File: src/rtl/div_radix2_unit.sv
// div_radix2_unit: multi-cycle radix-2 restoring divider (DIV/DIVU) for the
// Execute stage. Produces {remainder, quotient} for HI/LO and requests a
// pipeline stall while an operation is outstanding.
// Optional feature macro: DIV_EARLY_OUT_EN -- finish in one cycle when
// |dividend| < |divisor| (same results, shorter latency).
module div_radix2_unit #(
  parameter int WIDTH = 32
) (
  input  logic               clk,
  input  logic               rst,
  input  logic               signed_div_i,
  input  logic [WIDTH-1:0]   opdata1_i,
  input  logic [WIDTH-1:0]   opdata2_i,
  input  logic               start_i,
  input  logic               annul_i,
  output logic [2*WIDTH-1:0] result_o,
  output logic               ready_o,
  output logic               stall_o
);

  localparam int CW = $clog2(WIDTH + 1);

  typedef enum logic [1:0] {IDLE, BUSY, DONE} state_t;

  state_t           state, state_nxt;
  logic [WIDTH-1:0] rem;      // partial remainder
  logic [WIDTH-1:0] dvd;      // dividend bits shift out, quotient bits shift in
  logic [WIDTH-1:0] dvs;      // divisor magnitude
  logic [CW-1:0]    cnt;
  logic             q_neg, r_neg;

  // Operand magnitudes and sign flags, taken straight from the E-stage sources
  logic             a_neg, b_neg, go, div_zero, early;
  logic [WIDTH-1:0] a_mag, b_mag;

  assign go       = start_i & ~annul_i;
  assign a_neg    = signed_div_i & opdata1_i[WIDTH-1];
  assign b_neg    = signed_div_i & opdata2_i[WIDTH-1];
  assign a_mag    = a_neg ? -opdata1_i : opdata1_i;
  assign b_mag    = b_neg ? -opdata2_i : opdata2_i;
  assign div_zero = (opdata2_i == '0);
`ifdef DIV_EARLY_OUT_EN
  assign early    = (a_mag < b_mag);
`else
  assign early    = 1'b0;
`endif

  // One restoring step: trial subtract is one bit wider so its sign is the borrow
  logic [WIDTH:0]   rem_sh, diff;
  logic             qbit, last;
  logic [WIDTH-1:0] rem_nxt, dvd_nxt, q_fix, r_fix;

  assign rem_sh  = {rem, dvd[WIDTH-1]};
  assign diff    = rem_sh - {1'b0, dvs};
  assign qbit    = ~diff[WIDTH];
  assign rem_nxt = qbit ? diff[WIDTH-1:0] : rem_sh[WIDTH-1:0];
  assign dvd_nxt = {dvd[WIDTH-2:0], qbit};
  assign last    = (cnt == CW'(WIDTH - 1));
  assign q_fix   = q_neg ? -dvd_nxt : dvd_nxt;
  assign r_fix   = r_neg ? -rem_nxt : rem_nxt;

  // State register
  always_ff @(posedge clk) begin
    if (rst) state <= IDLE;
    else     state <= state_nxt;
  end

  // Next-state and ready decode
  always_comb begin
    state_nxt = state;
    ready_o   = 1'b0;
    case (state)
      IDLE: if (go) state_nxt = (div_zero || early) ? DONE : BUSY;
      BUSY: begin
        if (annul_i)   state_nxt = IDLE;
        else if (last) state_nxt = DONE;
      end
      DONE: begin
        ready_o   = ~annul_i;
        state_nxt = IDLE;
      end
      default: state_nxt = IDLE;
    endcase
  end

  assign stall_o = start_i & ~ready_o & ~annul_i;

  // Datapath: operand capture, iteration, and sign-fixed result load into DONE
  always_ff @(posedge clk) begin
    if (rst) begin
      rem      <= '0;
      dvd      <= '0;
      dvs      <= '0;
      cnt      <= '0;
      q_neg    <= 1'b0;
      r_neg    <= 1'b0;
      result_o <= '0;
    end else begin
      case (state)
        IDLE: if (go) begin
          rem   <= '0;
          dvd   <= a_mag;
          dvs   <= b_mag;
          cnt   <= '0;
          q_neg <= a_neg ^ b_neg;
          r_neg <= a_neg;
          // Short-circuit cases keep the original dividend as remainder
          if (div_zero)   result_o <= {opdata1_i, {WIDTH{1'b1}}};
          else if (early) result_o <= {opdata1_i, {WIDTH{1'b0}}};
        end
        BUSY: begin
          rem <= rem_nxt;
          dvd <= dvd_nxt;
          cnt <= cnt + CW'(1);
          if (last && !annul_i) result_o <= {r_fix, q_fix};
        end
        default: ;
      endcase
    end
  end

endmodule
File: config.mk
export PLATFORM = sky130hd
export DESIGN_NAME = div_radix2_unit
export DESIGN_NICKNAME = d
export VERILOG_FILES = /design/src/rtl/div_radix2_unit.sv
export SDC_FILE = /design/constraint.sdc
export NUM_CORES = 1
export LEC_CHECK = 0
export ABC_AREA = 1
export CAP_MARGIN = 40
export CORE_MARGIN = 2
export CORE_UTILIZATION = 53
export DETAILED_ROUTE_END_ITERATION = 10
export PLACE_DENSITY_LB_ADDON = 0.05
export SLEW_MARGIN = 20
export SYNTH_ARGS = -nofsm -noshare
export SYNTH_HDL_FRONTEND = slang
export SYNTH_SLANG_ARGS = --single-unit
File: constraint.sdc
create_clock -name clk -period 4.25 [get_ports clk]
set_input_delay 0.85 -clock clk [delete_from_list [all_inputs] [get_ports clk]]
set_output_delay 0.85 -clock clk [all_outputs]
set_load 0.03 [all_outputs]
==> impl_metrics.py, run 1 <==
metrics = {
    "outcome": {
        "status": "finished clean",
    },
    "power": {
        "internal_power_uw": 3230,
        "vdd_drop_max_mv": 0.267,
        "pwr-share-clk": 0.269,
        "p_leak_uw": 0.00745,
        "powerDensity_nw_per_um2": 376,
        "sw_frac_of_total": 0.446,
        "pwr-share-comb": 0.432,
        "p_sw_uw": 2610,
        "seqPwrFrac": 0.298,
    },
    "synth": {
        "syn_area_um2": 13200,
        "ys_seq_elements": 170,
        "syn_nets": 2350,
        "async_reset_ff_frac": 0,
        "ys_warn_count": 0,
        "ys.flop_type": "dfxtp_1",
        "ys_seq_area_frac": 0.257,
        "synth_cell_types": 57,
        "avgSynthCellArea_um2": 5.90,
        "synth_edf_count": 0,
        "synthCells": 2243,
    },
    "placed_design": {
        "dp_slack_ps": 127,
        "port_buffers": 134,
        "placed_area_um2": 14900,
        "dp_hpwl_um": 35500,
        "gp_congestion": 0.996,
    },
    "sta": {
        "setup_tns_ps": 0,
        "worst-slew-pin-transition_ps": 822,
        "period_minus_slack_ps": 3970,
        "worst_slack_ps": 280,
        "setup_viol": 0,
        "hold_viol": 0,
        "fmax_mhz": 252,
        "finalClockSkew_ps": 20.0,
        "slew_headroom": 0.451,
        "timing.hold.ws_ps": 465,
        "drv_slew": 0,
        "fin_crit_sh": 0.934,
    },
    "setup_path": {
        "rr_worst_depth": 27,
        "critPathLaunchType": "register",
        "max_stage_delay_ps": 350,
        "crit_start": "dvs[14]",
        "worstPathMaxFanout": 5,
        "crit_slowest_cell": "ha_2",
        "arrival_ps": 4360,
        "critPathKind": "register to register",
        "r2r_start": "dvs[14]",
        "crit_required_ps": 4640,
        "cp_common_cell": "nand2_1",
        "rrSetupSlack_ps": 280,
        "end_kind": "register",
    },
    "cts": {
        "cts_made_buffers": 17,
        "clk_latency_ps": 450,
        "cts.sinks": 170,
        "clockRootBuffer": "clkbuf_16",
        "cts.clk_slew.worst_paths_ps": 80,
        "ctsLongestPathBuffers": 2,
        "cts_tree": "done",
        "ctsHtreeMaxLevel": 4,
    },
    "routing": {
        "viasPerCell": 5.63,
        "drc": 0,
        "drtAntennaViolNets": 0,
        "firstDrtPassIters": 7,
        "drt_wl_total_um": 46100,
        "vias": 15100,
        "drt_iter0_markers": 1339,
        "routedWlPerCell_um": 17.2,
    },
    "worst_hold_path": {
        "min_path_type": "register to register",
        "whs_path_depth": 2,
        "hp-start": "result_o[29]",
    },
    "finish": {
        "final_layout_size_suffix_gt1_frac": 0.0686,
        "diodes": 0,
        "final_nets": 2454,
        "fin_area_um2": 15500,
        "area_delta_synth_final_pct": 17.4,
    },
    "global_route": {
        "grt-ovfl-total": 0,
        "antenna_found_initial": 0,
        "grt_max_degree": 67,
        "grt_pass1_vias": 13700,
        "grt_pass1_wl_um": 72900,
        "gr-usage-all-layers": 0.350,
    },
    "floorplanning": {
        "die_y_um": 162,
        "start_util": 0.542,
        "io_pins": 135,
        "die_w_um": 162,
        "die_area_um2": 26200,
        "fp.coreArea_um2": 24400,
        "row_count": 57,
    },
    "job": {
        "cap_violations": 0,
    },
}
-- kinds of logic after synthesis --
logic type / count (synthesis) / synth area share
compound gates: 406 / 0.178
mux: 2 / 0.00151
fa+ha+maj: 38 / 0.0365
buf+inv: 410 / 0.123
simple gates: 1171 / 0.373
flops: 170 / 0.257
xor+xnor: 46 / 0.0305
-- placed cells by master (no fill, tap or decap), types with 9 or more instances in the layout --
| cell type | n |
|---|---|
| nand2_2 | 19 |
| clkbuf_16 | 17 |
| dfxtp_1 | 169 |
| xnor2_1 | 19 |
| ha_1 | 34 |
| nand2_1 | 677 |
| o221ai_1 | 18 |
| nor3_1 | 24 |
| o211ai_1 | 21 |
| nor2_2 | 18 |
| nor4_1 | 10 |
| inv_2 | 9 |
| o21ai_0 | 141 |
| inv_1 | 311 |
| or2_2 | 9 |
| clkdlybuf4s50_1 | 133 |
| a21oi_1 | 141 |
| xor2_1 | 27 |
| a31oi_1 | 18 |
| nor2_1 | 233 |
| nand4_1 | 9 |
| o21ai_1 | 9 |
| buf_4 | 35 |
| nand3_1 | 142 |
-- synthesized netlist by cell type (all sizes together), types with 10 or more instances --
cell | instances | share of area
inv | 319 | 0.091
nand4 | 10 | 0.0052
xnor2 | 19 | 0.013
o221ai | 18 | 0.012
buf | 25 | 0.014
o211ai | 21 | 0.012
nor4 | 10 | 0.0047
or2 | 10 | 0.0047
dfxtp | 170 | 0.26
nor3 | 28 | 0.011
xor2 | 27 | 0.018
nand3 | 145 | 0.057
a21oi | 147 | 0.057
clkbuf | 62 | 0.018
nor2 | 255 | 0.076
nand2 | 702 | 0.21
o21ai | 155 | 0.060
ha | 37 | 0.035
a31oi | 18 | 0.0085
-- cell type report --
cell class                 instances  area [um^2]
clock buffer                      18          429
clock inverter                    14          148
fill                            2427         8870
inverter                         323         1210
multi-input combinational       1663         8260
sequential                       170         3400
tap                              324          405
timing repair buffer             172         1660
-- worst paths after layout --
path                                endpoint
worst min register to register  result_o[29]
worst max-delay path            result_o[26]
worst max register to register  result_o[26]
worst min-delay path            result_o[29]
-- critical path: cells and delay by family (launching register included) --
family                     cells  cell delay [ps]
and+or+nand+nor               16             2110
DFF                            1              300
buffers and inverters          5              430
AOI/OAI and AO/OA              3              340
xor gates and xnor gates       1              150
adders and majority gates      2              550
-- power groups by stage --
| stage | clock network, uW | logic, uW | registers, uW |
|---|---|---|---|
| floorplan | 0 | 1710 | 1780 |
| detailed placement | 0 | 2420 | 1770 |
| global placement | 0 | 2390 | 1770 |
| global route | 1640 | 2790 | 1750 |
| CTS | 1580 | 2440 | 1740 |
| finish | 1570 | 2530 | 1740 |
-- flip-flops by register name, summed over array words and instances (netlist names) --
name / flops
q_neg: 1
r_neg: 1
cnt: 6
rem: 32
state: 2
dvd: 32
dvs: 32
result_o: 64
-- timing repair --
| action | CTS | global route |
|---|---|---|
| endpoints found under the hold margin | 0 | 0 |
| hold buffers | 0 | 0 |
| buffers inserted | 0 | 2 |
| endpoints found under the setup margin | 0 | 18 |
| gates resized for setup | 0 | 15 |
-- through the flow --
stage	power [uW]	instances	utilization
CTS	5750	2682	0.634
finish	5840	2684	0.636
global placement	4160	2649	0.609
floorplan	3490	2243	-
global route	6180	2684	0.636
detailed placement	4190	2650	0.610
-- layer usage --
metal / share of wire / global-route usage / vias up
met2: 0.44 / 0.555 / 694
met5: 0 / 0 / -
met3: 0.082 / 0.0488 / 81
met1: 0.45 / 0.494 / 6910
li1: - / - / 7425
met4: 0.027 / 0.108 / 0
Note: power is estimated with default switching activity, not from simulation.
==> run 2, diff against run 1 <==
--- a/config.mk
+++ b/config.mk
@@ -10,7 +10,7 @@
 export CORE_MARGIN = 2
 export CORE_UTILIZATION = 53
 export DETAILED_ROUTE_END_ITERATION = 10
-export PLACE_DENSITY_LB_ADDON = 0.05
+export PLACE_DENSITY = 0.9
 export SLEW_MARGIN = 20
 export SYNTH_ARGS = -nofsm -noshare
 export SYNTH_HDL_FRONTEND = slang
==> run 2 against run 1 <==
Worst hold slack better by 1.9 ps. Cell count is 0.11% lower. Sequential cell count stayed put. Cell area hardly changed. First-iteration DRC count is 32% higher. Largest power group unchanged. Register-to-register slack hardly changed. Clock-buffer cell count stayed put. Global-route usage is 0.56 points lower. Critical path depth is 3 lower. Via count is 1.2% higher. Highest routed layer unchanged. Sequential power hardly changed.
==> impl_metrics.py, run 2 (synthesized netlist as in run 1, its figures left out) <==
metrics = {
    "power": {
        "p_leak_uw": 0.00745,
        "powerDensity_nw_per_um2": 382,
        "vdd_drop_max_mv": 0.275,
        "total_power_uw": 5930,
    },
    "sta": {
        "worst_slack_ps": 273,
        "setup_tns_ps": 0,
        "drv_slew": 0,
        "setup_viol": 0,
        "period_minus_slack_ps": 3980,
        "finalClockSkew_ps": 15.7,
        "timing.hold.ws_ps": 467,
        "fin_crit_sh": 0.936,
        "worst-slew-pin-transition_ps": 841,
        "slew_headroom": 0.440,
        "fmax_mhz": 251,
        "hold_viol": 0,
    },
    "floorplanning": {
        "die_y_um": 162,
        "die_area_um2": 26200,
        "fp.coreArea_um2": 24400,
        "start_util": 0.542,
        "io_pins": 135,
        "row_count": 57,
        "die_w_um": 162,
    },
    "finish": {
        "top_register": "result_o",
        "final_layout_size_suffix_gt1_frac": 0.0683,
        "n_fill_cell": 2314,
        "mostFrequentLayoutCell": "nand2_1",
        "largest_register_ffs": 64,
        "area_delta_synth_final_pct": 17.5,
        "final_nets": 2451,
        "fin_area_um2": 15500,
        "diodes": 0,
        "layout_common_cells": "nand2_1, inv_1, nor2_1, dfxtp_1",
    },
    "placed_design": {
        "dp_slack_ps": 47.1,
        "gp_congestion": 0.993,
        "port_buffers": 134,
        "dp_hpwl_um": 34600,
        "placed_area_um2": 14900,
    },
    "routing": {
        "drt_wl_total_um": 45800,
        "firstDrtPassIters": 6,
        "viasPerCell": 5.70,
        "drt_iter0_markers": 1761,
        "drc": 0,
        "vias": 15300,
        "drtAntennaViolNets": 0,
        "routedWlPerCell_um": 17.1,
    },
    "global_route": {
        "grt_pass1_wl_um": 72100,
        "grt-ovfl-total": 0,
        "grt_pass1_vias": 14000,
        "gr-usage-all-layers": 0.345,
        "grt_max_degree": 67,
        "antenna_found_initial": 0,
    },
    "cts": {
        "cts.sinks": 170,
        "ctsLongestPathBuffers": 2,
        "clockRootBuffer": "clkbuf_16",
        "ctsHoldBuffers": 0,
        "clk_latency_ps": 440,
        "cts_made_buffers": 17,
        "cts_tree": "done",
        "cts.clk_slew.worst_paths_ps": 70,
        "ctsHtreeMaxLevel": 4,
    },
    "job": {
        "cap_violations": 0,
    },
    "setup_path": {
        "crit_required_ps": 4590,
        "crit_start": "dvd[31]",
        "rrSetupSlack_ps": 270,
        "end_kind": "register",
        "arrival_ps": 4320,
        "critPathKind": "register to register",
        "critPathLaunchType": "register",
        "r2r_start": "dvd[31]",
        "worstPathMaxFanout": 5,
    },
    "worst_hold_path": {
        "min_path_type": "register to register",
        "hp-start": "result_o[52]",
    },
    "outcome": {
        "status": "finished clean",
    },
}
run 2: cell count changes in the layout (fill, tap and decap cells not counted), moves of 2 or more:
cell / previous run / this run
buf_4: 35 / 30
clkinv_8: 3 / 1
ha_1: 34 / 36
ha_2: 3 / 1
nand2_1: 677 / 674
nand2_2: 19 / 22
run 2: final timing paths:
| path | cells past startpoint | end |
|---|---|---|
| setup / recovery | 24 | result_o[16] |
| hold / removal | 2 | result_o[52] |
| setup reg to reg | 24 | result_o[16] |
| hold reg to reg | 2 | result_o[52] |
run 2: cell type report:
type                    instances  area, um^2  share of cell area
multi-input cells            1663        8280               0.533
flip-flops and latches        170        3400               0.219
repair buffers                169        1650               0.106
inverters                     323        1210              0.0780
clock buffers                  18         429              0.0276
well taps                     324         405              0.0261
clock inverters                14         155             0.00999
run 2: per-layer routing:
metal,vias to the layer above,part of all wire,GRT usage
met2,793,0.45,0.562
met4,0,0.033,0.128
met3,124,0.092,0.0465
li1,7412,-,-
met1,6955,0.42,0.465
met5,-,0,0
run 2: worst max-delay path: stages, from the launching register on:
cell and delay (ps):
dfxtp_1 320, inv_1 70, ha_1 160, inv_2 60, fa_2 380, nand2_1 90
nand2_2 80, nand3_2 80, nand2_2 100, nand2_2 90, nand2_2 70, nand2_4 90
nand3_4 130, nand2_8 120, ha_2 200, nand3_1 120, nor3_2 250, nand3_1 140
nor3_2 260, nand2_1 160, nand2_2 100, buf_4 110, o21ai_0 90, or2_2 330
a311oi_2 280
run 2: where the power goes:
group / total (uW) / switching [uW] / internal (uW)
Clock: 1600 / 761 / 836
Combinational: 2590 / 1800 / 798
Sequential: 1740 / 70.6 / 1670
Total: 5930 / 2630 / 3300
run 2: what timing repair did:
action,4_1_cts,5_1_grt
gates cloned,0,0
buffers inserted,0,5
setup endpoints to repair,2,21
gates resized for setup,1,17
endpoints found under the hold margin,0,0
pin swaps,0,5
run 2: stage by stage:
| step | util | std cells |
|---|---|---|
| 6_report | 0.637 | 2681 |
| 5_1_grt | 0.637 | 2681 |
| 4_1_cts | 0.633 | 2676 |
| 3_5_place_dp | 0.609 | 2644 |
| 3_3_place_gp | 0.608 | 2643 |
| 2_1_floorplan | - | 2243 |
